<file path="src/rtl/fft_pkg.sv">
// fft_pkg: shared widths, sample/twiddle types and output saturation for the FFT butterfly
package fft_pkg;
  localparam int DATA_W = 8;
  localparam int TW_W = 8;
  localparam int ADDR_W = 3;
  localparam int P_W = DATA_W + 2;
  localparam int S_W = DATA_W + 3;
  localparam int M_W = DATA_W + TW_W;
  typedef logic signed [DATA_W-1:0] data_t;
  typedef logic signed [TW_W-1:0] tw_t;
  typedef struct packed {
    data_t re;
    data_t im;
  } cplx_t;
  function automatic logic [DATA_W:0] sat_data(input logic signed [S_W-1:0] v);
    logic signed [S_W-1:0] mx, mn;
    mx = {{(S_W-DATA_W+1){1'b0}}, {(DATA_W-1){1'b1}}};
    mn = ~mx;
    return v > mx ? {1'b1, mx[DATA_W-1:0]} : v < mn ? {1'b1, mn[DATA_W-1:0]} : {1'b0, v[DATA_W-1:0]};
  endfunction
endpackage

</file>
<file path="src/rtl/bfly_cmul.sv">
// bfly_cmul: two-register complex multiply B*W, products then floor-scaled sums
module bfly_cmul
  import fft_pkg::*;
(
  input  logic clk,
  input  logic rst_n,
  input  logic en,
  input  cplx_t b,
  input  tw_t w_re,
  input  tw_t w_im,
  output logic signed [P_W-1:0] p_re,
  output logic signed [P_W-1:0] p_im
);
  logic signed [M_W-1:0] rr, ii, ri, ir;
  logic signed [M_W:0] sr, si;
  assign sr = (M_W+1)'(rr) - (M_W+1)'(ii);
  assign si = (M_W+1)'(ri) + (M_W+1)'(ir);
  always_ff @(posedge clk)
    if (!rst_n) begin
      rr <= '0;
      ii <= '0;
      ri <= '0;
      ir <= '0;
      p_re <= '0;
      p_im <= '0;
    end else if (en) begin
      rr <= M_W'(b.re) * M_W'(w_re);
      ii <= M_W'(b.im) * M_W'(w_im);
      ri <= M_W'(b.re) * M_W'(w_im);
      ir <= M_W'(b.im) * M_W'(w_re);
      p_re <= P_W'(sr >>> (TW_W - 1));
      p_im <= P_W'(si >>> (TW_W - 1));
    end
endmodule

</file>
<file path="src/rtl/fft_butterfly.sv">
// fft_butterfly: radix-2 DIT butterfly behind a 1-cycle twiddle ROM; BFLY_ROUND_EN selects round-half-up final halving
module fft_butterfly
  import fft_pkg::*;
(
  input  logic clk,
  input  logic rst_n,
  input  logic in_valid,
  output logic in_ready,
  input  logic signed [DATA_W-1:0] in_a_re,
  input  logic signed [DATA_W-1:0] in_a_im,
  input  logic signed [DATA_W-1:0] in_b_re,
  input  logic signed [DATA_W-1:0] in_b_im,
  input  logic [ADDR_W-1:0] in_tw_idx,
  output logic [ADDR_W-1:0] tw_addr,
  input  logic signed [TW_W-1:0] tw_re,
  input  logic signed [TW_W-1:0] tw_im,
  output logic out_valid,
  input  logic out_ready,
  output logic signed [DATA_W-1:0] out_x_re,
  output logic signed [DATA_W-1:0] out_x_im,
  output logic signed [DATA_W-1:0] out_y_re,
  output logic signed [DATA_W-1:0] out_y_im,
  output logic out_sat
);
  logic adv, accept, v1, v2, v3;
  logic [ADDR_W-1:0] tw_addr_q;
  cplx_t a1, b1, a2, a3;
  logic signed [P_W-1:0] p_re, p_im;
  logic [DATA_W:0] xr, xi, yr, yi;
  function automatic logic signed [S_W-1:0] half(input logic signed [S_W-1:0] v);
`ifdef BFLY_ROUND_EN
    return (v + $signed({{(S_W-1){1'b0}}, 1'b1})) >>> 1;
`else
    return v >>> 1;
`endif
  endfunction
  assign adv = ~out_valid | out_ready;
  assign in_ready = adv;
  assign accept = in_valid & adv;
  assign tw_addr = accept ? in_tw_idx : tw_addr_q;
  assign xr = sat_data(half(S_W'(a3.re) + S_W'(p_re)));
  assign xi = sat_data(half(S_W'(a3.im) + S_W'(p_im)));
  assign yr = sat_data(half(S_W'(a3.re) - S_W'(p_re)));
  assign yi = sat_data(half(S_W'(a3.im) - S_W'(p_im)));
  bfly_cmul u_cmul (
    .clk(clk),
    .rst_n(rst_n),
    .en(adv),
    .b(b1),
    .w_re(tw_re),
    .w_im(tw_im),
    .p_re(p_re),
    .p_im(p_im)
  );
  always_ff @(posedge clk)
    if (!rst_n) begin
      tw_addr_q <= '0;
      {v1, v2, v3, out_valid, out_sat} <= '0;
      {a1, b1, a2, a3} <= '0;
      {out_x_re, out_x_im, out_y_re, out_y_im} <= '0;
    end else begin
      tw_addr_q <= tw_addr;
      if (accept) begin
        a1 <= {in_a_re, in_a_im};
        b1 <= {in_b_re, in_b_im};
      end
      if (adv) begin
        v1 <= in_valid;
        v2 <= v1;
        v3 <= v2;
        out_valid <= v3;
        a2 <= a1;
        a3 <= a2;
        out_x_re <= xr[DATA_W-1:0];
        out_x_im <= xi[DATA_W-1:0];
        out_y_re <= yr[DATA_W-1:0];
        out_y_im <= yi[DATA_W-1:0];
        out_sat <= xr[DATA_W] | xi[DATA_W] | yr[DATA_W] | yi[DATA_W];
      end
    end
endmodule

</file>
<file path="config.mk">
export PLATFORM = sky130hd
export DESIGN_NAME = fft_butterfly
export DESIGN_NICKNAME = d
export VERILOG_FILES = /design/src/rtl/fft_pkg.sv /design/src/rtl/bfly_cmul.sv /design/src/rtl/fft_butterfly.sv
export SDC_FILE = /design/constraint.sdc
export NUM_CORES = 1
export LEC_CHECK = 0
export ABC_CLOCK_PERIOD_IN_PS = 5100
export CAP_MARGIN = 20
export CORE_ASPECT_RATIO = 0.8
export CORE_MARGIN = 5
export CORE_UTILIZATION = 55
export DETAILED_ROUTE_END_ITERATION = 16
export DONT_BUFFER_PORTS = 1
export PLACE_DENSITY = 0.73
export SYNTH_ARGS = -nofsm -noshare
export SYNTH_HDL_FRONTEND = slang
export SYNTH_SLANG_ARGS = --single-unit
export TNS_END_PERCENT = 10
</file>
<file path="constraint.sdc">
create_clock -name clk -period 5.1 [get_ports clk]
set_input_delay 0.765 -clock clk [delete_from_list [all_inputs] [get_ports clk]]
set_output_delay 0.765 -clock clk [all_outputs]
set_load 0.03 [all_outputs]
</file>
==> results.sh, run 1 <==
export IMPL_ys_top_cells_by_area="fa_1 23%, dfxtp_1 19%, ha_1 12%"
export IMPL_synth_ff_type="dfxtp_1"
export IMPL_dr_pass1_iters=5
export IMPL_crit_path_start="b1[5]"
export IMPL_max_stage_delay_ps=820
export IMPL_via_count=15277
export IMPL_top_layer="met5"
export IMPL_numCtsBuffers=17
export IMPL_required_ps=5430
export IMPL_synth_seq_area_share=0.192
export IMPL_slew_viol_final=0
export IMPL_hold_class="primary input to flop"
export IMPL_clock_root_buffer="clkbuf_16"
export IMPL_synth_seq_cells=188
export IMPL_synthArstFlopShare=0
export IMPL_finalNetCount=2752
export IMPL_end_kind="flop"
export IMPL_cts_sinks=188
export IMPL_fin_crit_sh=0.964
export IMPL_grt_pass1_vias=15890
export IMPL_wl_per_cell_um=16.9
export IMPL_maxCapViolations=0
export IMPL_min_from="in_b_im[6]"
export IMPL_worstReg2RegStart="b1[5]"
export IMPL_htreeDepth=4
export IMPL_initial_utilization=0.560
export IMPL_antenna_left=0
export IMPL_wl_met2_mm=21.1
export IMPL_die_area_mm2=0.0395
export IMPL_postPlaceCellArea_mm2=0.0199
export IMPL_antenna_found_initial=2
export IMPL_num_io_pins=93
export IMPL_slowest_stage="dfxtp_1"
export IMPL_drtIter0Drc=965
export IMPL_p_leak_nw=9.69
export IMPL_hold_viol=0
export IMPL_nFillCells=3189
export IMPL_place_congestion=0.896
export IMPL_clk_pin_slew_ps=80
export IMPL_slew_limit_headroom=0.353
export IMPL_yosysTopAreaCell="fa_1"
export IMPL_synth_edf_count=0
export IMPL_dpl_hpwl_mm=36.8
export IMPL_ys_types=85
export IMPL_clk_latency_ps=450
export IMPL_areaGrowthSynthToFinish_pct=4.85
export IMPL_grt_usage=0.244
export IMPL_yosys_warnings=0
export IMPL_ir_worst_vdd_mv=0.273
export IMPL_tightest_slew_ps=971
export IMPL_grt_max_degree=145
export IMPL_critPathKind="flop to flop"
export IMPL_drive_above_1_share=0.0404
export IMPL_worstPathMaxFanout=18
export IMPL_clockBufferDepth=2
export IMPL_synth_nets=2822
export IMPL_grt_setup_unrepaired="true"
export IMPL_m1WireLength_mm=22.1
export IMPL_synth_area_mm2=0.0196
export IMPL_post_route_min_period_ps=4920
export IMPL_final_common_cell="inv_1"
export IMPL_fmax_mhz=203
export IMPL_fp_coreArea_mm2=0.0350
export IMPL_overflow=0
export IMPL_holdWs_ps=436
export IMPL_drc=0
export IMPL_cp_common_cell="fa_1"
export IMPL_tritoncts="yes"
export IMPL_vias_per_cell=5.50
export IMPL_holdBufCountCts=0
export IMPL_final_cell_area_mm2=0.0205
export IMPL_cp_start_kind="flop"
export IMPL_setup_viol=0
export IMPL_wirelength_mm=47.1
export IMPL_power_density_mw_per_mm2=368
export IMPL_die_y_um=179
export IMPL_die_width_um=221
export IMPL_fin_skew_ps=13.6
export IMPL_path_cells="and2_1 -> ha_1 -> fa_1 -> inv_1 -> fa_1 -> fa_1 -> inv_1 -> ha_1 -> nor2b_1 -> o21ai_0 -> a21oi_1 -> o21ai_0 -> a21oi_1 -> o21a_1 -> or3_1 -> o311ai_0"
export IMPL_rows=61
export IMPL_final_cell_mix="392 x inv_1, 320 x nand2_1, 224 x fa_1, 212 x a21oi_1, 182 x ha_1"
export IMPL_numPortBuffers=0
export IMPL_crit_arrival_ps=5250
export IMPL_placed_cells=2744
export IMPL_synth_top_area_share=0.229
export IMPL_status="complete, no violations"
export IMPL_syn_avg_cell_area_um2=8.30
export IMPL_finalPower_mw=7.56
export IMPL_wl_met3_mm=2.97
export IMPL_grt_pass1_wl_mm=79.4
export IMPL_layoutNonFillerInstCount=2778
export IMPL_synth_cells=2361
-- through the flow --
stage | setup TNS, ps | worst slack (ps) | utilization
floorplan | 0 | 254 | -
global placement | 0 | 222 | 0.570
detailed placement | 0 | 171 | 0.570
CTS | 0 | 179 | 0.587
global route | -42.3 | -42.3 | 0.588
finish | 0 | 183 | 0.588
-- area by class of cell --
class / count / area (µm²) / share of cell area
well taps: 472 / 591 / 0.0287
flip-flops and latches: 188 / 3770 / 0.184
clock inverters: 15 / 185 / 0.00901
diodes: 2 / 5.00 / 0.000244
repair buffers: 20 / 163 / 0.00792
clock buffers: 17 / 425 / 0.0207
multi-input cells: 1668 / 13900 / 0.677
inverters: 396 / 1490 / 0.0726
-- kinds of logic (layout without fill, tap and decap cells) --
family / count (synthesis) / count (layout) / share of synthesized area
AO/OA/AOI/OAI: 425 / 425 / 0.133
XOR/XNOR: 83 / 83 / 0.0371
adder cells (fa/ha/maj): 406 / 406 / 0.345
buffers and inverters: 505 / 448 / 0.0983
flip-flops: 188 / 188 / 0.192
multiplexers: 8 / 8 / 0.00434
other: 0 / 2 / 0
AND/OR/NAND/NOR: 746 / 746 / 0.190
-- registers in the layout, indices dropped and copies added (netlist names), 16 cells and up --
signal / cells
a1: 16
a2: 16
a3: 16
b1: 16
u_cmul.ii: 16
u_cmul.ir: 16
u_cmul.ri: 16
u_cmul.rr: 16
-- per-layer routing --
| layer | up-vias | GRT usage |
|---|---|---|
| met5 | - | 0 |
| met4 | 2 | 0.0589 |
| met3 | 68 | 0.0565 |
| met2 | 378 | 0.393 |
| met1 | 7422 | 0.338 |
| li1 | 7407 | - |
-- Yosys cell counts (all sizes together) (11+ instances only) --
| library cell | count |
|---|---|
| dfxtp | 188 |
| nand3 | 39 |
| xnor2 | 64 |
| inv | 396 |
| nand2b | 12 |
| nor2 | 61 |
| a21o | 17 |
| xor2 | 19 |
| a31oi | 16 |
| clkbuf | 95 |
| a211oi | 11 |
| or3 | 18 |
| nor3 | 27 |
| a21oi | 213 |
| o21ai | 79 |
| nor2b | 37 |
| nand2 | 322 |
| fa | 224 |
| and2 | 177 |
| ha | 182 |
| o21a | 12 |
| buf | 14 |
-- path summary, 6_finish.rpt --
check,endpoint,cells after the start,slack (ps)
setup / recovery,u_cmul.ii[12],16,180
hold / removal,b1[6],2,440
setup reg to reg,u_cmul.ii[12],16,180
hold reg to reg,a2[5],2,450
-- repair_timing --
| action | CTS | global route |
|---|---|---|
| endpoints found under the setup margin | 0 | 12 |
| resized for setup | 0 | 8 |
| setup buffers | 0 | 0 |
-- worst max-delay path: cells and delay by family (launching register included) --
kind	cells	cell delay [ps]
DFF	1	820
AOI/OAI and AO/OA	6	1060
buffers and inverters	2	90
and+or+nand+nor	3	730
adders and majority gates	5	2090
-- where the power goes --
group | internal [mW] | switching (mW) | total, mW
logic | 1.65 | 2.22 | 3.88
clock network | 0.703 | 0.673 | 1.38
registers | 1.82 | 0.490 | 2.31
(Power assumes the default switching activity.)
==> run 2: changes to the inputs <==
==> constraint.sdc (replaced) <==
create_clock -name clk -period 5.1 [get_ports clk]
set_input_delay 1.02 -clock clk [delete_from_list [all_inputs] [get_ports clk]]
set_output_delay 1.02 -clock clk [all_outputs]
set_load 0.03 [all_outputs]
==> run 2 against run 1 <==
  * Clock-buffer cell count is 2 higher
  * Maximum frequency rose by 3.6%
  * Worst setup slack better by 170 ps
  * Global-route usage rose by 0.18 points
  * Via count grew 0.98%
  * Non-clock buffer count grew 5
  * Final cell count barely moved
  * Worst hold slack gained 19 ps
  * Sequential cell count is the same
  * Utilization about the same
  * Register-to-register slack better by 170 ps
  * Critical endpoint is now u_cmul.ri[14]
  * Largest cell class unchanged
  * Highest routed layer is now met4
==> results.sh, run 2 (synthesized netlist as in run 1, its figures left out) <==
export IMPL_status="complete, no violations"
export IMPL_clock_root_buffer="clkbuf_16"
export IMPL_numCtsBuffers=17
export IMPL_drc=0
export IMPL_antenna_left=0
export IMPL_final_common_cell="inv_1"
export IMPL_end_kind="flop"
export IMPL_die_width_um=221
export IMPL_dpl_hpwl_mm=37.0
export IMPL_required_ps=5490
export IMPL_antenna_found_initial=2
export IMPL_max_stage_delay_ps=550
export IMPL_overflow=0
export IMPL_tritoncts="yes"
export IMPL_multi_input_area_mm2=0.0139
export IMPL_nFillCells=3183
export IMPL_clk_pin_slew_ps=80
export IMPL_clockBufferDepth=2
export IMPL_fp_coreArea_mm2=0.0350
export IMPL_clk_latency_ps=440
export IMPL_die_area_mm2=0.0395
export IMPL_p_int_mw=4.26
export IMPL_numPortBuffers=0
export IMPL_num_io_pins=93
export IMPL_hold_viol=0
export IMPL_holdBufCountCts=0
export IMPL_power_density_mw_per_mm2=370
export IMPL_wl_per_cell_um=16.9
export IMPL_cts_resized=0
export IMPL_fin_skew_ps=12.0
export IMPL_holdWs_ps=455
export IMPL_initial_utilization=0.560
export IMPL_crit_buf_inv=5
export IMPL_path_cells="buf_4 -> and2_1 -> fa_1 -> inv_1 -> fa_1 -> inv_1 -> fa_1 -> inv_1 -> fa_1 -> inv_1 -> ha_1 -> o21ai_0 -> a21oi_1 -> o21ai_0 -> a21boi_1 -> o2111ai_1 -> a2111o_1 -> nand3_1"
export IMPL_drive_above_1_share=0.0420
export IMPL_hold_class="flop to flop"
export IMPL_fmax_mhz=211
export IMPL_via_count=15426
export IMPL_post_route_min_period_ps=4750
export IMPL_slew_limit_headroom=0.303
export IMPL_cp_top_family="adder cells"
export IMPL_p_leak_nw=9.70
export IMPL_cp_start_kind="flop"
export IMPL_combPwrFrac=0.513
export IMPL_cts_sinks=188
export IMPL_setup_viol=0
export IMPL_grt_max_degree=101
export IMPL_fin_util=0.588
export IMPL_htreeDepth=4
export IMPL_place_congestion=0.936
export IMPL_areaGrowthSynthToFinish_pct=4.90
export IMPL_vias_per_cell=5.55
export IMPL_worstPathMaxFanout=11
export IMPL_post_cts_buffers=0
export IMPL_final_cell_mix="392 x inv_1, 320 x nand2_1, 224 x fa_1, 212 x a21oi_1, 182 x ha_1"
export IMPL_slowest_stage="fa_1"
export IMPL_rows=61
export IMPL_wirelength_mm=47.0
export IMPL_critPathKind="flop to flop"
export IMPL_grt_usage=0.246
export IMPL_seqCellArea_mm2=0.00378
export IMPL_diodes=0
export IMPL_grt_setup_unrepaired="false"
export IMPL_dr_pass1_iters=5
export IMPL_ir_worst_vdd_mv=0.330
export IMPL_clkPwrFrac=0.183
export IMPL_crit_arrival_ps=5130
export IMPL_maxCapViolations=0
export IMPL_die_y_um=179
export IMPL_netSwitchingFraction=0.439
export IMPL_grt_pass1_vias=15848
export IMPL_power_switching_mw=3.34
export IMPL_slew_viol_final=0
export IMPL_seq_power_share=0.304
export IMPL_tightest_slew_ps=1050
export IMPL_grt_pass1_wl_mm=80.4
export IMPL_finalNetCount=2757
export IMPL_drtIter0Drc=1016
export IMPL_fin_crit_sh=0.930
run 2: cell count changes in the layout (fill, tap and decap cells not counted), moves of 3 or more:
cell      delta
buf_4        +6
clkinv_8     -4
dfxtp_1      -3
dfxtp_2      +3
run 2: per-layer routing:
metal / wire [µm] / share of wire / GRT usage / up-vias
met3: 2970 / 0.063 / 0.0396 / 40
met2: 22500 / 0.48 / 0.419 / 407
met4: 410 / 0.0087 / 0.0380 / 0
li1: - / - / - / 7419
met5: 0 / 0 / 0 / -
met1: 21200 / 0.45 / 0.342 / 7560
run 2: area by class of cell:
type,count,share of cell area
Sequential cell,188,0.184
Clock inverter,11,0.00791
Tap cell,472,0.0287
Clock buffer,19,0.0211
Timing Repair Buffer,25,0.00913
Inverter,396,0.0726
Multi-Input combinational cell,1668,0.677
run 2: power by group through the flow:
stage | Clock [mW] | Combinational [mW] | Sequential (mW)
2_1_floorplan | 0 | 3.06 | 2.20
3_3_place_gp | 0 | 3.73 | 2.33
3_5_place_dp | 0 | 3.85 | 2.34
4_1_cts | 1.41 | 3.89 | 2.31
5_1_grt | 1.47 | 4.43 | 2.35
6_report | 1.39 | 3.90 | 2.31
run 2: per-stage QoR:
stage	setup TNS (ps)	instances	setup WS [ps]	power, mW	cell area [µm²]
after CTS	0	2779	95.2	7.62	20500
after detailed placement	-183	2749	-69.4	6.19	19900
after floorplan	0	2361	67.5	5.27	19600
after global routing	0	2779	73.5	8.26	20600
final	0	2779	355	7.61	20600
after global placement	0	2749	38.2	6.06	19900
run 2: worst paths after layout:
path | cells after the start | start | to | slack (ps)
max | 18 | b1[15] | u_cmul.ri[14] | 350
min | 2 | a2[11] | a2[11] | 460
max reg2reg | 18 | b1[15] | u_cmul.ri[14] | 350
min reg2reg | 2 | a2[11] | a2[11] | 460
run 2: worst reg2reg max path, cell delays in order (launching register included):
cell and delay (ps):
dfxtp_2 420, buf_4 220, and2_1 160, fa_1 480, inv_1 50, fa_1 500, inv_1 60, fa_1 550
inv_1 60, fa_1 480, inv_1 40, ha_1 310, o21ai_0 110, a21oi_1 200, o21ai_0 120, a21boi_1 270
o2111ai_1 180, a2111o_1 390, nand3_1 80
